**src/rtl/core_pkg.sv**
```systemverilog
// core_pkg: opcode constants, write-back select encoding, hazard FSM states
// and the ID/EX pipeline register layout shared by the decode/execute front end.
//
// Contents:
//   OPCODE_*                 RV32I major opcodes (instr[6:0])
//   write_back_mux_selector  register-file write-back source select
//   hazard_state_e           load-use hazard FSM states (RUN, LU_STALL)
//   id_ex_t / ID_EX_BUBBLE   ID/EX register contents and the bubble value
package core_pkg;

    localparam logic [6:0] OPCODE_LOAD   = 7'b0000011;
    localparam logic [6:0] OPCODE_OPIMM  = 7'b0010011;
    localparam logic [6:0] OPCODE_AUIPC  = 7'b0010111;
    localparam logic [6:0] OPCODE_STORE  = 7'b0100011;
    localparam logic [6:0] OPCODE_OP     = 7'b0110011;
    localparam logic [6:0] OPCODE_LUI    = 7'b0110111;
    localparam logic [6:0] OPCODE_BRANCH = 7'b1100011;
    localparam logic [6:0] OPCODE_JALR   = 7'b1100111;
    localparam logic [6:0] OPCODE_JAL    = 7'b1101111;
    localparam logic [6:0] OPCODE_SYSTEM = 7'b1110011;

    typedef enum logic [1:0] {
        NO_WRITEBACK  = 2'd0,
        ALU_WRITEBACK = 2'd1,
        MEM_WRITEBACK = 2'd2,
        PC_WRITEBACK  = 2'd3
    } write_back_mux_selector;

    typedef enum logic {
        RUN      = 1'b0,
        LU_STALL = 1'b1
    } hazard_state_e;

    typedef struct packed {
        logic                   valid;
        logic [6:0]             opcode;
        logic [4:0]             rs1;
        logic [4:0]             rs2;
        logic [4:0]             rd;
        write_back_mux_selector wb_mux;
    } id_ex_t;

    // Inert instruction: no register writes, never matches a load-use check.
    localparam id_ex_t ID_EX_BUBBLE = '{
        valid:  1'b0,
        opcode: 7'd0,
        rs1:    5'd0,
        rs2:    5'd0,
        rd:     5'd0,
        wb_mux: NO_WRITEBACK
    };

endpackage

```
**src/rtl/reg_use_decode.sv**
```systemverilog
// reg_use_decode: reports which source register fields an opcode actually reads.
//
// Ports:
//   opcode    in   7  major opcode of the instruction
//   uses_rs1  out  1  instruction reads rs1
//   uses_rs2  out  1  instruction reads rs2
module reg_use_decode
    import core_pkg::*;
(
    input  logic [6:0] opcode,
    output logic       uses_rs1,
    output logic       uses_rs2
);

    always_comb begin
        uses_rs1 = 1'b0;
        uses_rs2 = 1'b0;
        case (opcode)
            OPCODE_OP, OPCODE_BRANCH, OPCODE_STORE: begin
                uses_rs1 = 1'b1;
                uses_rs2 = 1'b1;
            end
            OPCODE_LOAD, OPCODE_JALR, OPCODE_OPIMM: begin
                uses_rs1 = 1'b1;
            end
            default: begin
                // LUI, AUIPC, JAL, SYSTEM, unknown: register fields are not sources.
            end
        endcase
    end

endmodule

```
**src/rtl/id_ex_hazard_stage.sv**
```systemverilog
// id_ex_hazard_stage: ID/EX pipeline register with load-use hazard detection.
// A load in ID/EX whose destination is read by the ID instruction stalls
// IF/ID for exactly one cycle and injects a bubble; forwarding handles the rest.
//
// Build option: define HAZ_STALL_CNT_EN to implement the saturating stall
// counter; otherwise stall_cnt_op is tied to zero and no counter exists.
//
// Ports:
//   clk, reset            clock, asynchronous active-high reset
//   id_valid_ip           IF/ID holds a real instruction
//   id_opcode_ip          ID opcode
//   id_rs1/rs2/rd_ip      ID register fields
//   id_wb_mux_ip          ID write-back select
//   hold_ip               global freeze: all state holds, no stall asserted
//   flush_ip              squash the ID instruction (remembered across hold)
//   id_instr_opcode_op,
//   ID_dest_rs1/rs2/rd_op registered ID/EX fields
//   id_ex_wb_mux_op       registered write-back select
//   id_ex_valid_op        ID/EX holds a real instruction
//   stall_op              combinational: hold PC and IF/ID this cycle
//   stall_cnt_op          number of load-use stall cycles (saturating)
module id_ex_hazard_stage
    import core_pkg::*;
#(
    parameter int unsigned CNT_W = 16
) (
    input  logic                   clk,
    input  logic                   reset,
    input  logic                   id_valid_ip,
    input  logic [6:0]             id_opcode_ip,
    input  logic [4:0]             id_rs1_ip,
    input  logic [4:0]             id_rs2_ip,
    input  logic [4:0]             id_rd_ip,
    input  write_back_mux_selector id_wb_mux_ip,
    input  logic                   hold_ip,
    input  logic                   flush_ip,
    output logic [6:0]             id_instr_opcode_op,
    output logic [4:0]             ID_dest_rs1_op,
    output logic [4:0]             ID_dest_rs2_op,
    output logic [4:0]             ID_dest_rd_op,
    output write_back_mux_selector id_ex_wb_mux_op,
    output logic                   id_ex_valid_op,
    output logic                   stall_op,
    output logic [CNT_W-1:0]       stall_cnt_op
);

    hazard_state_e state_q, state_d;
    logic          flush_pend_q, flush_pend_d;
    id_ex_t        ex_q, ex_d;

    logic uses_rs1, uses_rs2;
    logic load_in_ex, rs1_hit, rs2_hit, hazard, eff_flush, stall;

    reg_use_decode u_reg_use_decode (
        .opcode   (id_opcode_ip),
        .uses_rs1 (uses_rs1),
        .uses_rs2 (uses_rs2)
    );

    // x0 never carries a real dependency, so a load to x0 is ignored.
    assign load_in_ex = ex_q.valid && (ex_q.opcode == OPCODE_LOAD) && (ex_q.rd != 5'd0);
    assign rs1_hit    = uses_rs1 && (id_rs1_ip == ex_q.rd);
    assign rs2_hit    = uses_rs2 && (id_rs2_ip == ex_q.rd);
    assign hazard     = load_in_ex && id_valid_ip && (rs1_hit || rs2_hit);

    // A flush seen during hold is applied on the first cycle the pipe moves.
    assign eff_flush  = flush_ip || flush_pend_q;

    // Only one stall cycle per load: LU_STALL never re-stalls.
    assign stall      = hazard && (state_q == RUN) && !hold_ip && !eff_flush;
    assign stall_op   = stall;

    always_comb begin
        state_d      = state_q;
        flush_pend_d = flush_pend_q;
        ex_d         = ex_q;
        if (hold_ip) begin
            flush_pend_d = flush_pend_q || flush_ip;
        end else begin
            flush_pend_d = 1'b0;
            // Flush forces RUN; otherwise LU_STALL lasts exactly one moving cycle.
            state_d      = stall ? LU_STALL : RUN;
            if (stall || eff_flush || !id_valid_ip) begin
                ex_d = ID_EX_BUBBLE;
            end else begin
                ex_d.valid  = 1'b1;
                ex_d.opcode = id_opcode_ip;
                ex_d.rs1    = id_rs1_ip;
                ex_d.rs2    = id_rs2_ip;
                ex_d.rd     = id_rd_ip;
                ex_d.wb_mux = id_wb_mux_ip;
            end
        end
    end

    always_ff @(posedge clk or posedge reset) begin
        if (reset) begin
            state_q      <= RUN;
            flush_pend_q <= 1'b0;
            ex_q         <= ID_EX_BUBBLE;
        end else begin
            state_q      <= state_d;
            flush_pend_q <= flush_pend_d;
            ex_q         <= ex_d;
        end
    end

    assign id_instr_opcode_op = ex_q.opcode;
    assign ID_dest_rs1_op     = ex_q.rs1;
    assign ID_dest_rs2_op     = ex_q.rs2;
    assign ID_dest_rd_op      = ex_q.rd;
    assign id_ex_wb_mux_op    = ex_q.wb_mux;
    assign id_ex_valid_op     = ex_q.valid;

`ifdef HAZ_STALL_CNT_EN
    logic [CNT_W-1:0] stall_cnt_q;

    // stall is already qualified by !hold_ip.
    always_ff @(posedge clk or posedge reset) begin
        if (reset) begin
            stall_cnt_q <= '0;
        end else if (stall && (stall_cnt_q != {CNT_W{1'b1}})) begin
            stall_cnt_q <= stall_cnt_q + CNT_W'(1);
        end
    end

    assign stall_cnt_op = stall_cnt_q;
`else
    assign stall_cnt_op = '0;
`endif

endmodule

```
**config.mk**
```make
export PLATFORM = sky130hd
export DESIGN_NAME = id_ex_hazard_stage
export DESIGN_NICKNAME = d
export VERILOG_FILES = /design/src/rtl/core_pkg.sv /design/src/rtl/reg_use_decode.sv /design/src/rtl/id_ex_hazard_stage.sv
export SDC_FILE = /design/constraint.sdc
export NUM_CORES = 1
export LEC_CHECK = 0
export ABC_AREA = 1
export CORE_MARGIN = 2
export CORE_UTILIZATION = 35
export CTS_CLUSTER_DIAMETER = 150
export DETAILED_ROUTE_END_ITERATION = 10
export PLACE_DENSITY = 0.72
export SYNTH_ARGS = -nofsm -noshare
export SYNTH_HDL_FRONTEND = slang
export SYNTH_SLANG_ARGS = --single-unit
```
**constraint.sdc**
```tcl
create_clock -name clk -period 4.3 [get_ports clk]
set_input_delay 0.86 -clock clk [delete_from_list [all_inputs] [get_ports clk]]
set_output_delay 0.86 -clock clk [all_outputs]
set_load 0.01 [all_outputs]
```
# Word-level counts from Yosys, hierarchy flattened
# Cells that the tools add are included.
[word_totals] ff_bits=27 inputBits=29 out_inout_bits=42 word_cells=42
[classes] n_eq_ne=9 muxes=5 n_bitwise=1 reduce_logical=19
[op_table] cell="$mux W25" n=1
[op_table] cell="$eq A7 B2 Y1 const B" n=2
[op_table] cell="$eq A7 B6 Y1 const B" n=2
[op_table] cell="$eq A7 B7 Y1 const B" n=2
[op_table] cell="$eq A5 B5 Y1" n=2
[op_table] cell="$logic_and A1 B1 Y1" n=9
[op_table] cell="$eq A7 B5 Y1 const B" n=1
[op_table] cell="$reduce_or A6 Y1" n=1
[op_table] cell="$reduce_bool A5 Y1" n=1
[op_table] cell="$logic_or A1 B1 Y1" n=4
[op_table] cell="$mux W1" n=4
[op_table] cell="$logic_not A1 Y1" n=3
[op_table] cell="$reduce_or A3 Y1" n=1
[op_table] cell="$not A1 Y1" n=1

# Depth between registers and ports, before layout
# Gate-level depths: netlist of run 1.
[logic_depth] ltp_word=12 depth_mapped=12 ltp_nobuf=11

# Hierarchy
# A second synthesis of run 1 with hierarchy kept.
[unflattened] hier_cells=212 hier_area_um2=1624.1
[by_module_without_submodules] module="id_ex_hazard_stage" n_inst=1 cells_each=199 area_per_inst_um2=1570.3 seq_area_each_um2=675.6
[by_module_without_submodules] module="reg_use_decode" n_inst=1 cells_each=13 area_per_inst_um2=53.8 seq_area_each_um2=0.0

# Worst setup path before layout of run 1
# Ideal clock, no wire load.
[synth_timing] kind="input-to-output" start="in hold_ip" end="out stall_op" t_arrival_ns=1.723 setup_slack_ns=1.717 cell_stages=7 n_path_buf=2 path_cell_list="buf_2 > nor2_1 > nand4_1 > nor2_2 > nand2_4 > buf_6 > nor2_2"
[synth_via] elab_chain_len=3
[synth_rtl] item="start, declared" line="id_ex_hazard_stage.sv:35" source="input logic hold_ip,"
[synth_rtl] item="$logic_not A1 Y1" line="id_ex_hazard_stage.sv:70" source="assign stall = hazard && (state_q == RUN) && !hold_ip && !eff_flush;"
[synth_rtl] item="$logic_and A1 B1 Y1 (2 in series)" line="id_ex_hazard_stage.sv:70"
[synth_rtl] item="end, declared" line="id_ex_hazard_stage.sv:43" source="output logic stall_op,"
# Every way passes these cells.

# Worst setup path after layout of run 1
[layout_timing] start="in id_opcode_ip[6]" end="out stall_op"
[layout_via] elab_chain_len=9 word_cells_on_any_way=17 classes_between="6 x eq/ne; 2 x mux; 9 x reduce/logical"
[layout_rtl] item="start, declared" line="id_ex_hazard_stage.sv:30" source="input logic [6:0] id_opcode_ip,"
[layout_rtl] item="$eq A7 B2 Y1 (tied with other cells)" line="reg_use_decode.sv:18" source="case (opcode)"
[layout_rtl] item="$reduce_or A6 Y1 (no source line) or $reduce_or A3 Y1 (tied branches)"
[layout_rtl] item="$mux W1" line="reg_use_decode.sv:18"
[layout_rtl] item="$logic_and A1 B1 Y1, on equally long branches" line="id_ex_hazard_stage.sv:62, id_ex_hazard_stage.sv:63"
[layout_rtl] item="$logic_or A1 B1 Y1 (*)" line="id_ex_hazard_stage.sv:64" source="assign hazard = load_in_ex && id_valid_ip && (rs1_hit || rs2_hit);"
[layout_rtl] item="$logic_and A1 B1 Y1 (*)" line="id_ex_hazard_stage.sv:64"
[layout_rtl] item="$logic_and A1 B1 Y1 (*) (3 in series)" line="id_ex_hazard_stage.sv:70"
# Mark *: on every way between the ends. The rest lies on a longest branch, timed or not.

==> flow_metrics.py, run 1 <==
metrics = {
    "critical_path": {
        "worst_r2r_endpoint": "id_ex_valid_op",
        "setup.worst_path.end_class": "primary output",
        "cp_cell_sequence": "clkdlybuf4s50_1, nand2_1, inv_1, nor2_1, nand2_1, nor2_1, nand2_1, nand2_2, nand2_4, nor2_2, clkdlybuf4s50_1",
        "timing.critical_path.fanout_max": 5,
        "critical-path-max-stage-delay_ps": 540,
        "regToRegStartpoint": "flush_pend_q",
        "startpoint_type": "input pin",
        "path_class": "in2out",
        "worstPathRequired_ps": 3440,
        "reg2regPathDepth": 6,
        "timing.critical_path.slowest_stage_cell": "sky130_fd_sc_hd__clkdlybuf4s50_1",
        "worst_ep_arrival_time_ps": 2540,
        "timing.reg2reg.setup_slack_ps": 2600,
        "timing.critical_path.mode_cell": "sky130_fd_sc_hd__nand2_1",
    },
    "timing": {
        "fin_hold_ws_ps": 489.3,
        "finalSetupViolCount": 0,
        "grt_setup_unrepaired": "false",
        "report.final.hold_viol_count": 0,
        "fin_crit_sh": 0.7900,
        "timing.max_slew.rel_slack": 0.3153,
        "report.final.slew_viol_count": 0,
        "fin_tns_setup_ps": 0,
        "fmax_mhz": 294.4,
        "finalClockSkew_ps": 4.637,
        "worst-slew-pin-transition_ps": 1026,
        "finalCriticalPeriod_ps": 3397,
    },
    "cells_and_area": {
        "antenna_cells": 0,
        "final.fill_count": 476,
        "layout.cells.most_common": "sky130_fd_sc_hd__nand2_1",
        "final_core_util": 0.4920,
        "final_instance_count_without_filler_cells": 319,
        "fin_nets": 297,
        "layout-drive-gt1-share": 0.08989,
        "area_delta_synth_final_pct": 35.22,
        "mostFrequentLayoutCells": "sky130_fd_sc_hd__nand2_1, sky130_fd_sc_hd__clkdlybuf4s50_1, sky130_fd_sc_hd__dfrtp_1",
    },
    "place": {
        "finalWeightedCongestion": 0.8049,
        "dp.final_hpwl_mm": 2.775,
        "placed_cells": 315,
        "portBuffers": 54,
    },
    "power": {
        "clockPowerShare": 0.276,
        "net_sw_frac": 0.2733,
        "sequential_share_of_power": 0.513,
        "power.density_nw_per_um2": 248.0,
        "power_leakage_uw": 0.001126,
        "switchingPower_uw": 146.2,
        "total_power_uw": 534.9,
        "power_report.internal_total_uw": 388.7,
        "combPwrFrac": 0.210,
        "vdd_ir_drop_max_v": 0.00009860,
    },
    "die": {
        "height_of_the_die_microns": 71.51,
        "floorplan_row_count": 24,
        "dieArea_sq_um": 5114,
        "die-width_microns": 71.51,
        "core_region_area_sq_um": 4384,
        "initial_utilization": 0.3639,
        "pin_count": 71,
    },
    "synthesis": {
        "avgSynthCellArea_sq_um": 7.455,
        "yosysWarningCount": 0,
        "synthTopCellsByArea": "sky130_fd_sc_hd__dfrtp_1, sky130_fd_sc_hd__nand2_1, sky130_fd_sc_hd__buf_4",
        "synth_area_leader_cell": "sky130_fd_sc_hd__dfrtp_1",
        "synth-seq-area-share": 0.4235,
        "synth_cell_type_count": 21,
        "yosysTopAreaCellShare": 0.4235,
        "synthCells": 214,
        "synthesis.area_sq_um": 1595,
        "synth_seq_cells": 27,
    },
    "clock_tree": {
        "post_cts_buffers": 0,
        "root_buffer": "sky130_fd_sc_hd__clkbuf_8",
        "cts.path.max_buffers": 2,
        "cts.reportedPaths.clkPinSlew_ps": 90,
        "cts-htree-levels": 1,
        "cts_num_sinks": 27,
        "worstSkewPairLatency_ps": 280,
        "cts-buffers-inserted": 3,
        "holdBufCountCts": 0,
        "cts_repair_resize_count": 0,
        "tritoncts": "done",
    },
    "drt": {
        "drtAntennaViolNets": 0,
        "routed_wire_length_per_instance_microns": 11.41,
        "dr.pass1.iters": 4,
        "total_vias_in_the_final_route": 1405,
        "mean_number_of_vias_per_cell": 4.404,
        "drt_drc_violations_left": 0,
        "detail_route.iter0.violations": 42,
        "wirelength_mm": 3.640,
    },
    "global_routing": {
        "antenna_violations_before_repair": 0,
        "global_route.usage.total": 0.1562,
        "grt_first_pass_wirelength_mm": 6.348,
        "first_global_vias": 1412,
        "grt_max_degree": 28,
        "grt-ovfl-total": 0,
    },
    "hold_path": {
        "min_from": "id_ex_wb_mux_op[0]",
        "min_delay_path_depth": 2,
        "worstHoldPathType": "reg2reg",
        "worstHoldEndpoint": "id_ex_wb_mux_op[0]",
    },
    "status": {
        "outcome": "finished, final reports clean",
    },
    "job": {
        "drv_cap": 0,
    },
}
-- worst max path at each step --
stage	to	startpoint	slack, ps
global placement	stall_op	id_opcode_ip[6]	900
detailed placement	stall_op	id_valid_ip	890
finish	stall_op	id_opcode_ip[6]	900
global route	stall_op	id_opcode_ip[6]	700
floorplan	stall_op	hold_ip	1720
CTS	stall_op	id_valid_ip	880
-- area by class of cell --
type	count	area, sq um	area share
clock buffers	4	45.04	0.02088
inverters	24	90.09	0.04176
multi-input cells	155	718.2	0.3329
flip-flops and latches	27	675.6	0.3132
well taps	52	65.06	0.03016
repair buffers	57	563.0	0.2610
-- power by group through the flow --
stage	Combinational [uW]	Sequential, uW	Clock [uW]
final	112	275	148
after global routing	126	277	164
after CTS	114	275	153
after detailed placement	114	280	0
after global placement	112	279	0
after floorplan	56.6	284	0
-- synthesized netlist by cell type (all sizes together) --
cell,number
a21oi,2
buf,21
clkbuf,2
conb,1
dfrtp,27
inv,24
nand2,90
nand3,26
nand4,1
nor2,12
nor3,5
o21ai,2
o21bai,1
-- metrics by stage --
step | setup slack (ps) | cell area, sq um
final | 903.1 | 2157
after global routing | 700.7 | 2157
after CTS | 877.5 | 2157
after detailed placement | 886.1 | 2112
after global placement | 900.2 | 2112
after floorplan | 1717 | 1652
-- worst max-delay path: cells and delay by family --
kind	cells	cell delay (ps)
buffers and inverters	3	1070
and+or+nand+nor	8	620
-- registers in the layout, indices dropped and copies added (netlist names) --
register,flops
id_instr_opcode_op,7
ID_dest_rd_op,5
ID_dest_rs1_op,5
ID_dest_rs2_op,5
id_ex_wb_mux_op,2
flush_pend_q,1
id_ex_valid_op,1
state_q,1
-- cell families (layout without fill, tap and decap cells) --
| kind of cell | Yosys count | after routing | share of synthesized area |
|---|---|---|---|
| and+or+nand+nor | 134 | 134 | 0.3953 |
| buffers and inverters | 47 | 85 | 0.1616 |
| DFF | 27 | 27 | 0.4235 |
| AOI/OAI and AO/OA | 5 | 5 | 0.01726 |
| other | 1 | 16 | 0.002351 |
-- metal layers --
| layer | global-route usage | wire (microns) | part of all wire |
|---|---|---|---|
| met1 | 0.2068 | 1652 | 0.45 |
| met2 | 0.2551 | 1720 | 0.47 |
| met3 | 0.02813 | 217 | 0.060 |
| met4 | 0.05870 | 49 | 0.013 |
| met5 | 0 | 0 | 0 |
(Power assumes the default switching activity.)
==> run 2, diff against run 1 <==
PLACE_DENSITY = 0.75   (was 0.72)
clock period = 2.78 ns   (was 4.3 ns; I/O delays follow)
==> run 2 against run 1 <==
Register-to-register slack lost 1400 ps. Flip-flop and latch count unchanged. Combinational power is 60% higher. Sequential power grew 55%. Via count is 0.43% higher. Count of clock-buffer cells in the layout is the same. Clock skew about the same. Critical path type unchanged. First-iteration DRC count grew 17%. Die area unchanged. Largest cell class unchanged.
==> flow_metrics.py, run 2 (synthesis results as in run 1) <==
metrics = {
    "hold_path": {
        "worstHoldPathType": "reg2reg",
        "min_delay_path_depth": 2,
    },
    "global_routing": {
        "global_route.usage.total": 0.1451,
        "grt-ovfl-total": 0,
        "grt_first_pass_wirelength_mm": 5.934,
        "grt_max_degree": 28,
        "antenna_violations_before_repair": 0,
        "first_global_vias": 1342,
    },
    "drt": {
        "wirelength_mm": 3.683,
        "mean_number_of_vias_per_cell": 4.368,
        "total_vias_in_the_final_route": 1411,
        "routed_wire_length_per_instance_microns": 11.40,
        "detail_route.iter0.violations": 49,
        "drt_drc_violations_left": 0,
        "drtAntennaViolNets": 0,
        "dr.pass1.iters": 4,
    },
    "power": {
        "vdd_ir_drop_max_v": 0.0001801,
        "power.density_nw_per_um2": 379.4,
        "total_power_uw": 829.4,
        "power_leakage_uw": 0.001151,
    },
    "clock_tree": {
        "cts_num_sinks": 27,
        "post_cts_buffers": 0,
        "cts-htree-levels": 1,
        "tritoncts": "done",
        "cts.path.max_buffers": 2,
        "worstSkewPairLatency_ps": 270,
        "cts.reportedPaths.clkPinSlew_ps": 90,
        "cts_repair_resize_count": 1,
        "holdBufCountCts": 0,
        "root_buffer": "sky130_fd_sc_hd__clkbuf_8",
        "cts-buffers-inserted": 3,
    },
    "critical_path": {
        "worstPathRequired_ps": 2220,
        "timing.critical_path.slowest_stage_cell": "sky130_fd_sc_hd__clkdlybuf4s50_1",
        "critical-path-max-stage-delay_ps": 470,
        "reg2regPathDepth": 12,
        "timing.critical_path.mode_cell": "sky130_fd_sc_hd__nand2_1",
        "setup.worst_path.end_class": "primary output",
        "timing.critical_path.fanout_max": 3,
        "worst_ep_arrival_time_ps": 1960,
        "cp_cell_sequence": "clkdlybuf4s50_1, nor3_1, nand2_1, nor2_1, nand2_1, nand2_2, nand2_4, nor2_2, dlygate4sd2_1",
        "startpoint_type": "input pin",
        "path_class": "in2out",
    },
    "place": {
        "portBuffers": 54,
        "dp.final_hpwl_mm": 2.768,
        "post-place-ws_ps": -12.30,
        "finalWeightedCongestion": 0.8242,
        "placed_cells": 319,
    },
    "cells_and_area": {
        "layout-drive-gt1-share": 0.1033,
        "mostFrequentLayoutCells": "sky130_fd_sc_hd__nand2_1, sky130_fd_sc_hd__clkdlybuf4s50_1, sky130_fd_sc_hd__dfrtp_1",
        "final_instance_count_without_filler_cells": 323,
        "final_core_util": 0.4986,
        "area.sequential_sq_um": 675.6,
        "final.fill_count": 434,
        "largest_register_ffs": 7,
        "multi_input_comb_area_sq_um": 718.2,
        "area_delta_synth_final_pct": 37.02,
        "fin_nets": 301,
        "layout.cells.most_common": "sky130_fd_sc_hd__nand2_1",
        "antenna_cells": 0,
    },
    "die": {
        "floorplan_row_count": 24,
        "core_region_area_sq_um": 4384,
        "initial_utilization": 0.3639,
        "die-width_microns": 71.51,
        "pin_count": 71,
        "height_of_the_die_microns": 71.51,
        "dieArea_sq_um": 5114,
    },
    "timing": {
        "fmax_mhz": 397.5,
        "finalCriticalPeriod_ps": 2516,
        "report.final.hold_viol_count": 0,
        "timing.final.ws_setup_ps": 264.4,
        "finalSetupViolCount": 0,
        "fin_tns_setup_ps": 0,
        "grt_setup_unrepaired": "false",
        "report.final.slew_viol_count": 0,
        "finalClockSkew_ps": 4.699,
        "fin_crit_sh": 0.9049,
    },
    "job": {
        "drv_cap": 0,
    },
    "status": {
        "outcome": "finished, final reports clean",
    },
}
run 2: cell count changes in the layout (fill, tap and decap cells not counted):
| cell | previous run | this run |
|---|---|---|
| sky130_fd_sc_hd__clkdlybuf4s50_1 | 54 | 53 |
| sky130_fd_sc_hd__buf_4 | 3 | 7 |
| sky130_fd_sc_hd__dlygate4sd2_1 | 0 | 1 |
run 2: critical path, delay by kind of cell:
family | cells | cell delay [ps]
buffers and inverters | 2 | 740
AND/OR/NAND/NOR | 7 | 670
run 2: where the power goes:
group	switching (uW)	leakage, uW	internal [uW]
combinational	87.6	0.000761	90.9
sequential	14.1	0.000367	411
clock	123	0.0000228	103
run 2: routing by layer:
layer,vias to the layer above,track usage,wire [microns]
met5,-,0,0
li1,733,-,-
met4,0,0.03774,36
met1,622,0.2023,1718
met3,4,0.02954,242
met2,52,0.2315,1686
run 2: path summary, 6_finish.rpt:
kind,from,slack [ps],end
max in group asynchronous,reset,1880,ID_dest_rd_op[3]
min in group asynchronous,reset,630,flush_pend_q
worst max register to register,ID_dest_rd_op[3],1220,ID_dest_rs2_op[2]
worst max-delay path,id_opcode_ip[2],260,stall_op
worst min register to register,ID_dest_rs1_op[1],490,ID_dest_rs1_op[1]
worst min-delay path,ID_dest_rs1_op[1],490,ID_dest_rs1_op[1]
run 2: layout make-up:
type,count,share of cell area
Inverter,24,0.04121
Multi-Input combinational cell,155,0.3286
Timing Repair Buffer,61,0.2707
Clock buffer,4,0.02061
Tap cell,52,0.02977
Sequential cell,27,0.3091
run 2: per-stage QoR:
step	hold slack (ps)	instance area (sq um)
final	485.4	2186
after global routing	509.6	2186
after CTS	490.1	2186
after detailed placement	465.2	2142
after global placement	462.4	2142
after floorplan	447.1	1652
==> run 3, diff against run 2 <==
SLEW_MARGIN = 20   (was not set)
==> results of run 3 <==
Final layout, timing and power as in run 2 (identical DEF).
